`config.mk`:
```
export PLATFORM = sky130hd
export DESIGN_NAME = rv_iopmp_entry_scanner_flat
export DESIGN_NICKNAME = d
export VERILOG_FILES = /design/src/rtl/rv_iopmp_entry_scanner_if.sv /design/src/rtl/rv_iopmp_entry_scanner.sv /design/src/flat_wrapper.sv
export SDC_FILE = /design/constraint.sdc
export NUM_CORES = 1
export LEC_CHECK = 0
export ABC_AREA = 0
export ABC_CLOCK_PERIOD_IN_PS = 4300
export CAP_MARGIN = 0
export CORE_UTILIZATION = 46
export DETAILED_ROUTE_END_ITERATION = 8
export PLACE_DENSITY_LB_ADDON = 0.3
export SLEW_MARGIN = 5
export SYNTH_ARGS = -nofsm -noshare
export SYNTH_HDL_FRONTEND = slang
export SYNTH_SLANG_ARGS = --single-unit
```
`constraint.sdc`:
```
create_clock -name clk_i -period 4.3 [get_ports clk_i]
set_input_delay 0.86 -clock clk_i [delete_from_list [all_inputs] [get_ports clk_i]]
set_output_delay 0.86 -clock clk_i [all_outputs]
set_load 0.05 [all_outputs]
```
`src/rtl/rv_iopmp_entry_scanner_if.sv`:
```
// Request/response channel between a requester and the IOPMP entry scanner.
// slave: scanner side, master: requester side.
interface rv_iopmp_entry_scanner_if #(
  parameter int NUM_ENTRY  = 16,
  parameter int ADDR_WIDTH = 64,
  parameter int DATA_WIDTH = 64
);
  localparam int IDX_W = $clog2(NUM_ENTRY);
  localparam int NB_W  = $clog2(DATA_WIDTH/8) + 1;

  logic                  req_valid_i;
  logic                  req_ready_o;
  logic [ADDR_WIDTH-1:0] req_addr_i;
  logic [NB_W-1:0]       req_num_bytes_i;
  logic [2:0]            req_type_i;
  logic [IDX_W-1:0]      entry_first_i;
  logic [IDX_W-1:0]      entry_last_i;
  logic [IDX_W:0]        prio_entry_i;

  logic                  rsp_valid_o;
  logic                  rsp_ready_i;
  logic                  rsp_allow_o;
  logic [2:0]            rsp_err_type_o;
  logic [IDX_W-1:0]      rsp_entry_idx_o;

  modport slave (
    input  req_valid_i, req_addr_i, req_num_bytes_i, req_type_i,
           entry_first_i, entry_last_i, prio_entry_i, rsp_ready_i,
    output req_ready_o, rsp_valid_o, rsp_allow_o, rsp_err_type_o, rsp_entry_idx_o
  );

  modport master (
    output req_valid_i, req_addr_i, req_num_bytes_i, req_type_i,
           entry_first_i, entry_last_i, prio_entry_i, rsp_ready_i,
    input  req_ready_o, rsp_valid_o, rsp_allow_o, rsp_err_type_o, rsp_entry_idx_o
  );
endinterface

```
`src/rtl/rv_iopmp_entry_scanner.sv`:
```
// Sequential IOPMP priority resolver: walks one entry per cycle and folds analyzer results into one response.
// Optional RV_IOPMP_SCAN_STATS_EN adds scan_cycles_o (SCAN cycles of the last completed request).
module rv_iopmp_entry_scanner #(
  parameter int NUM_ENTRY  = 16,
  parameter int ADDR_WIDTH = 64,
  parameter int DATA_WIDTH = 64,
  localparam int IDX_W     = $clog2(NUM_ENTRY),
  localparam int NB_W      = $clog2(DATA_WIDTH/8) + 1
) (
  input  logic                  clk_i,
  input  logic                  rst_i,
  rv_iopmp_entry_scanner_if.slave bus,
  output logic [IDX_W-1:0]      entry_idx_o,
  output logic [ADDR_WIDTH-1:0] chk_addr_o,
  output logic [NB_W-1:0]       chk_num_bytes_o,
  output logic [2:0]            chk_type_o,
  input  logic                  entry_match_i,
  input  logic                  entry_allow_i,
  input  logic [2:0]            entry_perm_i
`ifdef RV_IOPMP_SCAN_STATS_EN
  ,
  output logic [IDX_W:0]        scan_cycles_o
`endif
);

  localparam logic [2:0] ERR_NONE    = 3'd0;
  localparam logic [2:0] ERR_READ    = 3'd1;
  localparam logic [2:0] ERR_WRITE   = 3'd2;
  localparam logic [2:0] ERR_EXEC    = 3'd3;
  localparam logic [2:0] ERR_PARTIAL = 3'd4;
  localparam logic [2:0] ERR_NO_HIT  = 3'd5;

  typedef enum logic [1:0] {IDLE, SCAN, RESP} state_t;

  state_t state_q, state_d;

  logic [ADDR_WIDTH-1:0] addr_q;
  logic [NB_W-1:0]       nb_q;
  logic [2:0]            type_q;
  logic [IDX_W-1:0]      idx_q, last_q;
  logic [IDX_W:0]        prio_q;
  logic                  deny_found_q;
  logic [2:0]            deny_err_q;
  logic [IDX_W-1:0]      deny_idx_q;
  logic                  rsp_allow_q;
  logic [2:0]            rsp_err_q;
  logic [IDX_W-1:0]      rsp_idx_q;

  logic                  is_prio, np_deny, decide, dec_allow;
  logic [2:0]            cur_err, dec_err;
  logic [IDX_W-1:0]      dec_idx;

  // Missing rights are reported lowest bit first; no missing right means the analyzer refused on size.
  function automatic logic [2:0] perm_err(input logic [2:0] t, input logic [2:0] p);
    logic [2:0] miss;
    miss = t & ~p;
    if (miss[0])      return ERR_READ;
    else if (miss[1]) return ERR_WRITE;
    else if (miss[2]) return ERR_EXEC;
    else              return ERR_PARTIAL;
  endfunction

  always_ff @(posedge clk_i) begin
    if (rst_i) state_q <= IDLE;
    else       state_q <= state_d;
  end

  // A non-priority refusal with full rights is only a partial hit and is not recorded as a deny.
  always_comb begin
    state_d   = state_q;
    is_prio   = ({1'b0, idx_q} < prio_q);
    cur_err   = perm_err(type_q, entry_perm_i);
    np_deny   = 1'b0;
    decide    = 1'b0;
    dec_allow = 1'b0;
    dec_err   = ERR_NONE;
    dec_idx   = '0;
    case (state_q)
      IDLE: begin
        if (bus.req_valid_i)
          state_d = (bus.entry_first_i > bus.entry_last_i) ? RESP : SCAN;
      end
      SCAN: begin
        np_deny = entry_match_i && !entry_allow_i && !is_prio && (cur_err != ERR_PARTIAL);
        if (entry_match_i && is_prio) begin
          decide    = 1'b1;
          dec_allow = entry_allow_i;
          dec_err   = entry_allow_i ? ERR_NONE : cur_err;
          dec_idx   = idx_q;
        end else if (entry_match_i && entry_allow_i) begin
          decide    = 1'b1;
          dec_allow = 1'b1;
          dec_idx   = idx_q;
        end else if (idx_q == last_q) begin
          decide = 1'b1;
          if (deny_found_q) begin
            dec_err = deny_err_q;
            dec_idx = deny_idx_q;
          end else if (np_deny) begin
            dec_err = cur_err;
            dec_idx = idx_q;
          end else begin
            dec_err = ERR_NO_HIT;
          end
        end
        if (decide) state_d = RESP;
      end
      RESP: begin
        if (bus.rsp_ready_i) state_d = IDLE;
      end
      default: state_d = IDLE;
    endcase
  end

  always_comb begin
    bus.req_ready_o     = (state_q == IDLE);
    bus.rsp_valid_o     = (state_q == RESP);
    bus.rsp_allow_o     = rsp_allow_q;
    bus.rsp_err_type_o  = rsp_err_q;
    bus.rsp_entry_idx_o = rsp_idx_q;
    entry_idx_o         = idx_q;
    chk_addr_o          = addr_q;
    chk_num_bytes_o     = nb_q;
    chk_type_o          = type_q;
  end

  always_ff @(posedge clk_i) begin
    if (rst_i) begin
      addr_q       <= '0;
      nb_q         <= '0;
      type_q       <= '0;
      idx_q        <= '0;
      last_q       <= '0;
      prio_q       <= '0;
      deny_found_q <= 1'b0;
      deny_err_q   <= ERR_NONE;
      deny_idx_q   <= '0;
      rsp_allow_q  <= 1'b0;
      rsp_err_q    <= ERR_NONE;
      rsp_idx_q    <= '0;
    end else begin
      case (state_q)
        IDLE: begin
          if (bus.req_valid_i) begin
            addr_q       <= bus.req_addr_i;
            nb_q         <= bus.req_num_bytes_i;
            type_q       <= bus.req_type_i;
            idx_q        <= bus.entry_first_i;
            last_q       <= bus.entry_last_i;
            prio_q       <= bus.prio_entry_i;
            deny_found_q <= 1'b0;
            deny_err_q   <= ERR_NONE;
            deny_idx_q   <= '0;
            if (bus.entry_first_i > bus.entry_last_i) begin
              rsp_allow_q <= 1'b0;
              rsp_err_q   <= ERR_NO_HIT;
              rsp_idx_q   <= '0;
            end
          end
        end
        SCAN: begin
          if (decide) begin
            rsp_allow_q <= dec_allow;
            rsp_err_q   <= dec_err;
            rsp_idx_q   <= dec_idx;
          end else begin
            if (np_deny && !deny_found_q) begin
              deny_found_q <= 1'b1;
              deny_err_q   <= cur_err;
              deny_idx_q   <= idx_q;
            end
            idx_q <= idx_q + IDX_W'(1);
          end
        end
        default: ;
      endcase
    end
  end

`ifdef RV_IOPMP_SCAN_STATS_EN
  logic [IDX_W:0] cnt_q, stats_q;

  // cnt_q counts SCAN cycles already completed; the deciding cycle adds one more.
  always_ff @(posedge clk_i) begin
    if (rst_i) begin
      cnt_q   <= '0;
      stats_q <= '0;
    end else begin
      case (state_q)
        IDLE: begin
          if (bus.req_valid_i) begin
            cnt_q <= '0;
            if (bus.entry_first_i > bus.entry_last_i) stats_q <= '0;
          end
        end
        SCAN: begin
          cnt_q <= cnt_q + (IDX_W+1)'(1);
          if (decide) stats_q <= cnt_q + (IDX_W+1)'(1);
        end
        default: ;
      endcase
    end
  end

  assign scan_cycles_o = stats_q;
`endif

endmodule

```
`src/flat_wrapper.sv`:
```
// flat-port wrapper written by rule: the top's interface ports become plain ports
module rv_iopmp_entry_scanner_flat 
#(
  parameter int NUM_ENTRY  = 16,
  parameter int ADDR_WIDTH = 64,
  parameter int DATA_WIDTH = 64,
  localparam int IDX_W     = $clog2(NUM_ENTRY),
  localparam int NB_W      = $clog2(DATA_WIDTH/8) + 1
)
  (clk_i, rst_i, entry_idx_o, chk_addr_o, chk_num_bytes_o, chk_type_o, entry_match_i, entry_allow_i, entry_perm_i, bus_req_valid_i, bus_req_addr_i, bus_req_num_bytes_i, bus_req_type_i, bus_entry_first_i, bus_entry_last_i, bus_prio_entry_i, bus_rsp_ready_i, bus_req_ready_o, bus_rsp_valid_o, bus_rsp_allow_o, bus_rsp_err_type_o, bus_rsp_entry_idx_o);
  rv_iopmp_entry_scanner_if #(.NUM_ENTRY(NUM_ENTRY), .ADDR_WIDTH(ADDR_WIDTH), .DATA_WIDTH(DATA_WIDTH)) bus_i ();
  input  logic clk_i;
  input  logic rst_i;
  output logic [IDX_W-1:0] entry_idx_o;
  output logic [ADDR_WIDTH-1:0] chk_addr_o;
  output logic [NB_W-1:0] chk_num_bytes_o;
  output logic [2:0] chk_type_o;
  input  logic entry_match_i;
  input  logic entry_allow_i;
  input  logic [2:0] entry_perm_i;
  input wire logic [$bits(bus_i.req_valid_i)-1:0] bus_req_valid_i;
  input wire logic [$bits(bus_i.req_addr_i)-1:0] bus_req_addr_i;
  input wire logic [$bits(bus_i.req_num_bytes_i)-1:0] bus_req_num_bytes_i;
  input wire logic [$bits(bus_i.req_type_i)-1:0] bus_req_type_i;
  input wire logic [$bits(bus_i.entry_first_i)-1:0] bus_entry_first_i;
  input wire logic [$bits(bus_i.entry_last_i)-1:0] bus_entry_last_i;
  input wire logic [$bits(bus_i.prio_entry_i)-1:0] bus_prio_entry_i;
  input wire logic [$bits(bus_i.rsp_ready_i)-1:0] bus_rsp_ready_i;
  output wire logic [$bits(bus_i.req_ready_o)-1:0] bus_req_ready_o;
  output wire logic [$bits(bus_i.rsp_valid_o)-1:0] bus_rsp_valid_o;
  output wire logic [$bits(bus_i.rsp_allow_o)-1:0] bus_rsp_allow_o;
  output wire logic [$bits(bus_i.rsp_err_type_o)-1:0] bus_rsp_err_type_o;
  output wire logic [$bits(bus_i.rsp_entry_idx_o)-1:0] bus_rsp_entry_idx_o;
  assign bus_i.req_valid_i = bus_req_valid_i;
  assign bus_i.req_addr_i = bus_req_addr_i;
  assign bus_i.req_num_bytes_i = bus_req_num_bytes_i;
  assign bus_i.req_type_i = bus_req_type_i;
  assign bus_i.entry_first_i = bus_entry_first_i;
  assign bus_i.entry_last_i = bus_entry_last_i;
  assign bus_i.prio_entry_i = bus_prio_entry_i;
  assign bus_i.rsp_ready_i = bus_rsp_ready_i;
  assign bus_req_ready_o = bus_i.req_ready_o;
  assign bus_rsp_valid_o = bus_i.rsp_valid_o;
  assign bus_rsp_allow_o = bus_i.rsp_allow_o;
  assign bus_rsp_err_type_o = bus_i.rsp_err_type_o;
  assign bus_rsp_entry_idx_o = bus_i.rsp_entry_idx_o;
  rv_iopmp_entry_scanner #(.NUM_ENTRY(NUM_ENTRY), .ADDR_WIDTH(ADDR_WIDTH), .DATA_WIDTH(DATA_WIDTH)) u_core (.clk_i(clk_i), .rst_i(rst_i), .bus(bus_i), .entry_idx_o(entry_idx_o), .chk_addr_o(chk_addr_o), .chk_num_bytes_o(chk_num_bytes_o), .chk_type_o(chk_type_o), .entry_match_i(entry_match_i), .entry_allow_i(entry_allow_i), .entry_perm_i(entry_perm_i));
endmodule
```
==> impl_metrics.env, run 1 <==
export IMPL_grt_pass1_wl_um=18770
export IMPL_post_cts_setup_buffers=0
export IMPL_ys_seq_area_share_pct=48.95
export IMPL_p_leak_nw=2.330
export IMPL_grt_max_degree=85
export IMPL_grt_pass1_vias=4058
export IMPL_synth_ff_type="dfxtp_1"
export IMPL_final_setup_worst_slack_ps=1632
export IMPL_avgViaCountPerCell=5.180
export IMPL_rsz0062_at_grt="false"
export IMPL_timing_rr_end="u_core.bus.rsp_err_type_o[2]"
export IMPL_timing_hold_ws_ps=454.6
export IMPL_ys_types=47
export IMPL_avgSynthCellArea_um2=7.886
export IMPL_grt_ovfl_total=0
export IMPL_grtUsageTotal_pct=23.97
export IMPL_numPortBuffers=177
export IMPL_die_x_um=97.23
export IMPL_die_h_um=97.23
export IMPL_fin_setup_tns_ps=0
export IMPL_fin_crit_ps=2668
export IMPL_post_route_util_pct=70.23
export IMPL_route_detailed_drc=0
export IMPL_antenna_found_initial=0
export IMPL_endpoint_kind="output port"
export IMPL_initial_core_util_pct=47.60
export IMPL_skew_ps=10.32
export IMPL_cts_clk_slew_worst_paths_ps=100
export IMPL_hold_viol_final=0
export IMPL_max_freq_mhz=374.9
export IMPL_cts_made_buffers=9
export IMPL_root_buffer="clkbuf_8"
export IMPL_ir_worst_vdd_mv=0.2696
export IMPL_antenna_left=0
export IMPL_cts_resized=0
export IMPL_drt_wirelength_per_cell_um=14.11
export IMPL_cp_arrival_ps=1810
export IMPL_dr_pass1_iters=5
export IMPL_ys_warn_count=0
export IMPL_antenna_cells=0
export IMPL_max_slew_margin_rel_pct=21.54
export IMPL_hp_class="reg2reg"
export IMPL_cts_sinks=102
export IMPL_worst_pin_slew_ps=1173
export IMPL_dieArea_um2=9454
export IMPL_vias=4139
export IMPL_ys_ff_latch=102
export IMPL_clk_latency_ps=340
export IMPL_syn_to_final_growth_pct=47.54
export IMPL_setup_viol_count_final=0
export IMPL_hold_buffers=0
export IMPL_critPathMaxFanout=5
export IMPL_worst_setup_path_type="reg2out"
export IMPL_synthCells=529
export IMPL_pin_count=178
export IMPL_fin_nets=788
export IMPL_drive_gt1_share_pct=4.776
export IMPL_core_um2=8763
export IMPL_cts_htree_levels=3
export IMPL_synth_edff_count=0
export IMPL_place_hpwl_um=8051
export IMPL_cp_start_kind="flip-flop"
export IMPL_status="completed"
export IMPL_num_rows=34
export IMPL_synth_fp_nets=630
export IMPL_cts_tree="built"
export IMPL_drv_cap=0
export IMPL_crit_end="bus_rsp_valid_o"
export IMPL_cp_required_ps=3440
export IMPL_drt_iter0_markers=162
export IMPL_routabilityCongestion=0.8691
export IMPL_critPathLaunch="u_core.state_q[1]"
export IMPL_post_place_ws_ps=1327
export IMPL_p_per_area_nw_per_um2=404.3
export IMPL_netlist_area_um2=4172
export IMPL_ys_async_sr_fraction_pct=0
export IMPL_drv_slew=0
export IMPL_timing_final_crit_share_pct=62.04
export IMPL_clk_path_buf_depth=2
export IMPL_r2r_setup_slack_ps=2000
export IMPL_r2r_cells=7
export IMPL_finalWirelength_um=11270
export IMPL_r2r_start="u_core.entry_idx_o[2]"
-- worst min path at each step --
stage / startpoint / endpoint / slack, ps / cells past startpoint
floorplan: u_core.prio_q[1] / u_core.prio_q[1] / 440 / 2
global placement: u_core.chk_addr_o[36] / u_core.chk_addr_o[36] / 440 / 2
detailed placement: u_core.chk_addr_o[52] / u_core.chk_addr_o[52] / 450 / 2
CTS: u_core.chk_addr_o[38] / u_core.chk_addr_o[38] / 460 / 2
global route: u_core.chk_addr_o[17] / u_core.chk_addr_o[17] / 480 / 2
finish: u_core.chk_addr_o[38] / u_core.chk_addr_o[38] / 450 / 2
-- layer usage --
| metal | part of all wire [%] | GRT usage, % | wire, um |
|---|---|---|---|
| met5 | 0 | 0 | 0 |
| met4 | 2.4 | 9.389 | 276 |
| met1 | 40 | 28.33 | 4527 |
| met2 | 51 | 42.36 | 5726 |
| met3 | 6.6 | 5.036 | 740 |
-- report_power, final --
group          internal (W)  switching [W]
clock              0.000269       0.000321
combinational      0.000301       0.000519
sequential          0.00102      0.0000558
-- through the flow --
stage                     total power [W]  cells  area [um2]
after global routing             0.002614    799        6155
after detailed placement         0.001921    784        5967
final                            0.002488    799        6155
after global placement           0.001904    784        5967
after CTS                        0.002507    799        6155
after floorplan                  0.001627    529        4172
-- synthesized netlist by cell type (2+ instances only) --
master,count,area share [%]
a21o_1,3,0.54
a21oi_1,94,11
a221oi_1,4,0.84
a31o_2,2,0.42
and2_1,2,0.30
buf_1,2,0.18
clkbuf_1,29,2.6
dfxtp_1,102,49
ha_1,8,2.4
inv_1,15,1.3
nand2_1,175,16
nand2b_1,6,0.90
nand3_1,15,1.8
nand4_1,9,1.3
nor2_1,12,1.1
nor2b_1,5,0.75
nor3_1,5,0.60
o2111ai_1,4,0.84
o211ai_1,2,0.36
o21ai_0,2,0.24
o21ai_1,3,0.36
o31ai_1,2,0.36
xor2_1,4,0.84
-- placed cells by master (no fill, tap or decap), drive strengths merged, types with 2 or more instances in the layout --
| master | synthesis | routed |
|---|---|---|
| o2111ai | 4 | 4 |
| o21ai | 6 | 6 |
| clkdlybuf4s50 | 0 | 176 |
| a21oi | 95 | 95 |
| o31ai | 2 | 2 |
| a31o | 3 | 3 |
| nor2 | 13 | 13 |
| nand4 | 9 | 9 |
| nor3 | 6 | 6 |
| inv | 15 | 16 |
| dfxtp | 102 | 102 |
| ha | 8 | 8 |
| buf | 4 | 4 |
| a221oi | 4 | 4 |
| o211ai | 2 | 2 |
| nand2 | 176 | 176 |
| a21o | 3 | 3 |
| nor2b | 5 | 5 |
| and2 | 3 | 3 |
| xor2 | 4 | 4 |
| nand2b | 7 | 7 |
| a31oi | 2 | 2 |
| clkbuf | 29 | 10 |
| clkinv | 0 | 2 |
| nand3 | 15 | 15 |
-- cell type report --
cell class                 count  area [um2]
multi-input combinational    379        1944
inverter                      15       56.30
tap                          108       135.1
clock buffer                  10       127.6
clock inverter                 5       60.06
fill                         695        2609
timing repair buffer         180        1789
sequential                   102        2042
-- sequential cells by signal, indices dropped and copies added (netlist names) --
register,flops
u_core.bus.rsp_allow_o,1
u_core.bus.rsp_entry_idx_o,4
u_core.bus.rsp_err_type_o,3
u_core.chk_addr_o,64
u_core.chk_num_bytes_o,4
u_core.chk_type_o,3
u_core.deny_err_q,3
u_core.deny_found_q,1
u_core.deny_idx_q,4
u_core.entry_idx_o,4
u_core.last_q,4
u_core.prio_q,5
u_core.state_q,2
-- worst max-delay path, cell delays in order (launching register included) --
cell             delay [ps]
dfxtp_1                 410
nor2b_1                 200
clkdlybuf4s50_1         850
-- kinds of logic after synthesis --
logic type | count (synthesis) | synth area share, %
DFF | 102 | 48.95
adders and majority gates | 8 | 2.400
buffers and inverters | 48 | 4.529
AOI/OAI and AO/OA | 129 | 18.60
xor gates and xnor gates | 4 | 0.8397
and+or+nand+nor | 238 | 24.69
Note: power is estimated with default switching activity, not from simulation.
==> run 2: changes to the inputs <==
--- a/config.mk
+++ b/config.mk
@@ -6,9 +6,9 @@
 export NUM_CORES = 1
 export LEC_CHECK = 0
 export ABC_AREA = 0
-export ABC_CLOCK_PERIOD_IN_PS = 4300
+export ABC_CLOCK_PERIOD_IN_PS = 2800
 export CAP_MARGIN = 0
-export CORE_UTILIZATION = 46
+export CORE_UTILIZATION = 42
 export DETAILED_ROUTE_END_ITERATION = 8
 export PLACE_DENSITY_LB_ADDON = 0.3
 export SLEW_MARGIN = 5
==> constraint.sdc (replaced) <==
create_clock -name clk_i -period 2.8 [get_ports clk_i]
set_input_delay 0.56 -clock clk_i [delete_from_list [all_inputs] [get_ports clk_i]]
set_output_delay 0.56 -clock clk_i [all_outputs]
set_load 0.05 [all_outputs]
==> impl_metrics.env, run 2 (same netlist as run 1, synthesis figures left out) <==
export IMPL_clockPowerShare_pct=24.9
export IMPL_die_h_um=101.7
export IMPL_syn_to_final_growth_pct=50.24
export IMPL_grt_ovfl_total=0
export IMPL_cp_required_ps=2240
export IMPL_worst_pin_slew_ps=703.5
export IMPL_fin_nets=793
export IMPL_fillCellCount=851
export IMPL_slowest_delay_ps=840
export IMPL_setup_viol_count_final=0
export IMPL_min_from="u_core.chk_addr_o[48]"
export IMPL_ir_worst_vdd_mv=0.3020
export IMPL_hold_viol_final=0
export IMPL_whs_path_depth=2
export IMPL_rsz0062_at_grt="false"
export IMPL_drt_wirelength_per_cell_um=14.34
export IMPL_final_common_cell="clkdlybuf4s50_1"
export IMPL_regArea_um2=2042
export IMPL_clk_latency_ps=360
export IMPL_worst_setup_path_type="reg2out"
export IMPL_critPathMaxFanout=5
export IMPL_power_switching_w=0.001409
export IMPL_numPortBuffers=177
export IMPL_die_x_um=101.7
export IMPL_initial_core_util_pct=43.07
export IMPL_p_leak_nw=2.373
export IMPL_num_rows=36
export IMPL_fin_crit_ps=2379
export IMPL_endpoint_kind="output port"
export IMPL_antenna_left=0
export IMPL_root_buffer="clkbuf_8"
export IMPL_cts_tree="built"
export IMPL_clk_path_buf_depth=2
export IMPL_cts_htree_levels=3
export IMPL_pin_count=178
export IMPL_avgViaCountPerCell=5.084
export IMPL_r2r_setup_slack_ps=710
export IMPL_cp_slowest_cell="clkdlybuf4s50_1"
export IMPL_r2r_start="u_core.prio_q[2]"
export IMPL_multi_input_area_um2=1944
export IMPL_core_um2=9684
export IMPL_place_hpwl_um=8656
export IMPL_post_cts_setup_buffers=0
export IMPL_drv_cap=0
export IMPL_r2r_cells=8
export IMPL_largest_reg_flops=64
export IMPL_p_int_w=0.002513
export IMPL_cp_start_kind="flip-flop"
export IMPL_cts_made_buffers=9
export IMPL_switching_share_pct=35.92
export IMPL_post_route_util_pct=64.72
export IMPL_timing_rr_end="u_core.bus.rsp_err_type_o[0]"
export IMPL_timing_final_crit_share_pct=84.98
export IMPL_cp_arrival_ps=1820
export IMPL_vias=4215
export IMPL_drt_iter0_markers=176
export IMPL_max_slew_margin_rel_pct=53.10
export IMPL_hold_path_endpoint="u_core.chk_addr_o[48]"
export IMPL_dieArea_um2=10330
export IMPL_status="completed"
export IMPL_grt_pass1_vias=3997
export IMPL_max_freq_mhz=420.3
export IMPL_path_cells="nor2b_1 > clkdlybuf4s50_1"
export IMPL_drive_gt1_share_pct=5.603
export IMPL_grt_max_degree=63
export IMPL_fin_setup_tns_ps=0
export IMPL_drv_slew=0
export IMPL_combPwrFrac_pct=33.1
export IMPL_hold_buffers=0
export IMPL_most_common_layout_cells="clkdlybuf4s50_1 (176), nand2_1 (174), dfxtp_1 (102)"
export IMPL_p_per_area_nw_per_um2=625.7
export IMPL_antenna_cells=0
export IMPL_dr_pass1_iters=4
export IMPL_cts_clk_slew_worst_paths_ps=110
export IMPL_routabilityCongestion=0.8774
export IMPL_cts_resized=0
export IMPL_power_w=0.003922
export IMPL_hp_class="reg2reg"
export IMPL_seqPwrFrac_pct=42.0
export IMPL_skew_ps=16.44
export IMPL_cts_sinks=102
export IMPL_route_detailed_drc=0
export IMPL_antenna_found_initial=0
export IMPL_finalWirelength_um=11890
export IMPL_grtUsageTotal_pct=23.15
export IMPL_grt_pass1_wl_um=18840
-- run 2: cell types whose count changed in the layout (fill, tap and decap cells not counted) --
cell,previous run,this run
clkbuf_1,1,0
clkbuf_8,9,11
buf_4,3,6
buf_12,0,2
clkinv_2,1,0
-- run 2: stage by stage --
step	hold WS, ps	setup WS [ps]	cells	instance area [um2]
6_report	459.0	420.7	829	6267
5_1_grt	473.9	332.6	829	6267
4_1_cts	459.8	392.7	829	6267
3_5_place_dp	446.9	308.3	814	6061
3_3_place_gp	440.6	343.1	814	6061
2_1_floorplan	436.3	446.2	529	4172
-- run 2: power by group through the flow --
stage	combinational, W	sequential, W	clock, W
6_report	0.00130	0.00165	0.000978
5_1_grt	0.00139	0.00166	0.00106
4_1_cts	0.00130	0.00165	0.000997
3_5_place_dp	0.00130	0.00168	0
3_3_place_gp	0.00128	0.00168	0
2_1_floorplan	0.000467	0.00203	0
-- run 2: how the worst max path moves through the flow --
stage	from	end	depth (start not counted)
finish	u_core.state_q[1]	bus_rsp_valid_o	2
global placement	bus_entry_first_i[0]	u_core.bus.rsp_err_type_o[0]	9
detailed placement	bus_entry_last_i[1]	u_core.bus.rsp_err_type_o[0]	8
floorplan	u_core.entry_idx_o[2]	u_core.bus.rsp_err_type_o[0]	7
global route	u_core.state_q[1]	bus_rsp_valid_o	2
CTS	u_core.state_q[1]	bus_rsp_valid_o	2
-- run 2: cell type report --
| class | instances | share of cell area [%] |
|---|---|---|
| clock buffers | 11 | 2.416 |
| multi-input cells | 379 | 31.02 |
| well taps | 133 | 2.655 |
| clock inverters | 4 | 0.8784 |
| repair buffers | 185 | 29.55 |
| flip-flops and latches | 102 | 32.58 |
| inverters | 15 | 0.8984 |
-- run 2: worst max-delay path: cells and delay by family (launching register included) --
family / cells / cell delay (ps)
DFF: 1 / 420
buffers and inverters: 1 / 840
and+or+nand+nor: 1 / 200
-- run 2: routing by layer --
| layer | part of all wire (%) | wire length (um) | vias to the layer above | track usage (%) |
|---|---|---|---|---|
| li1 | - | - | 2098 | - |
| met1 | 41 | 4898 | 1972 | 27.35 |
| met2 | 51 | 6085 | 132 | 41.16 |
| met3 | 6.5 | 772 | 13 | 6.694 |
| met4 | 1.1 | 136 | 0 | 5.463 |
| met5 | 0 | 0 | - | 0 |
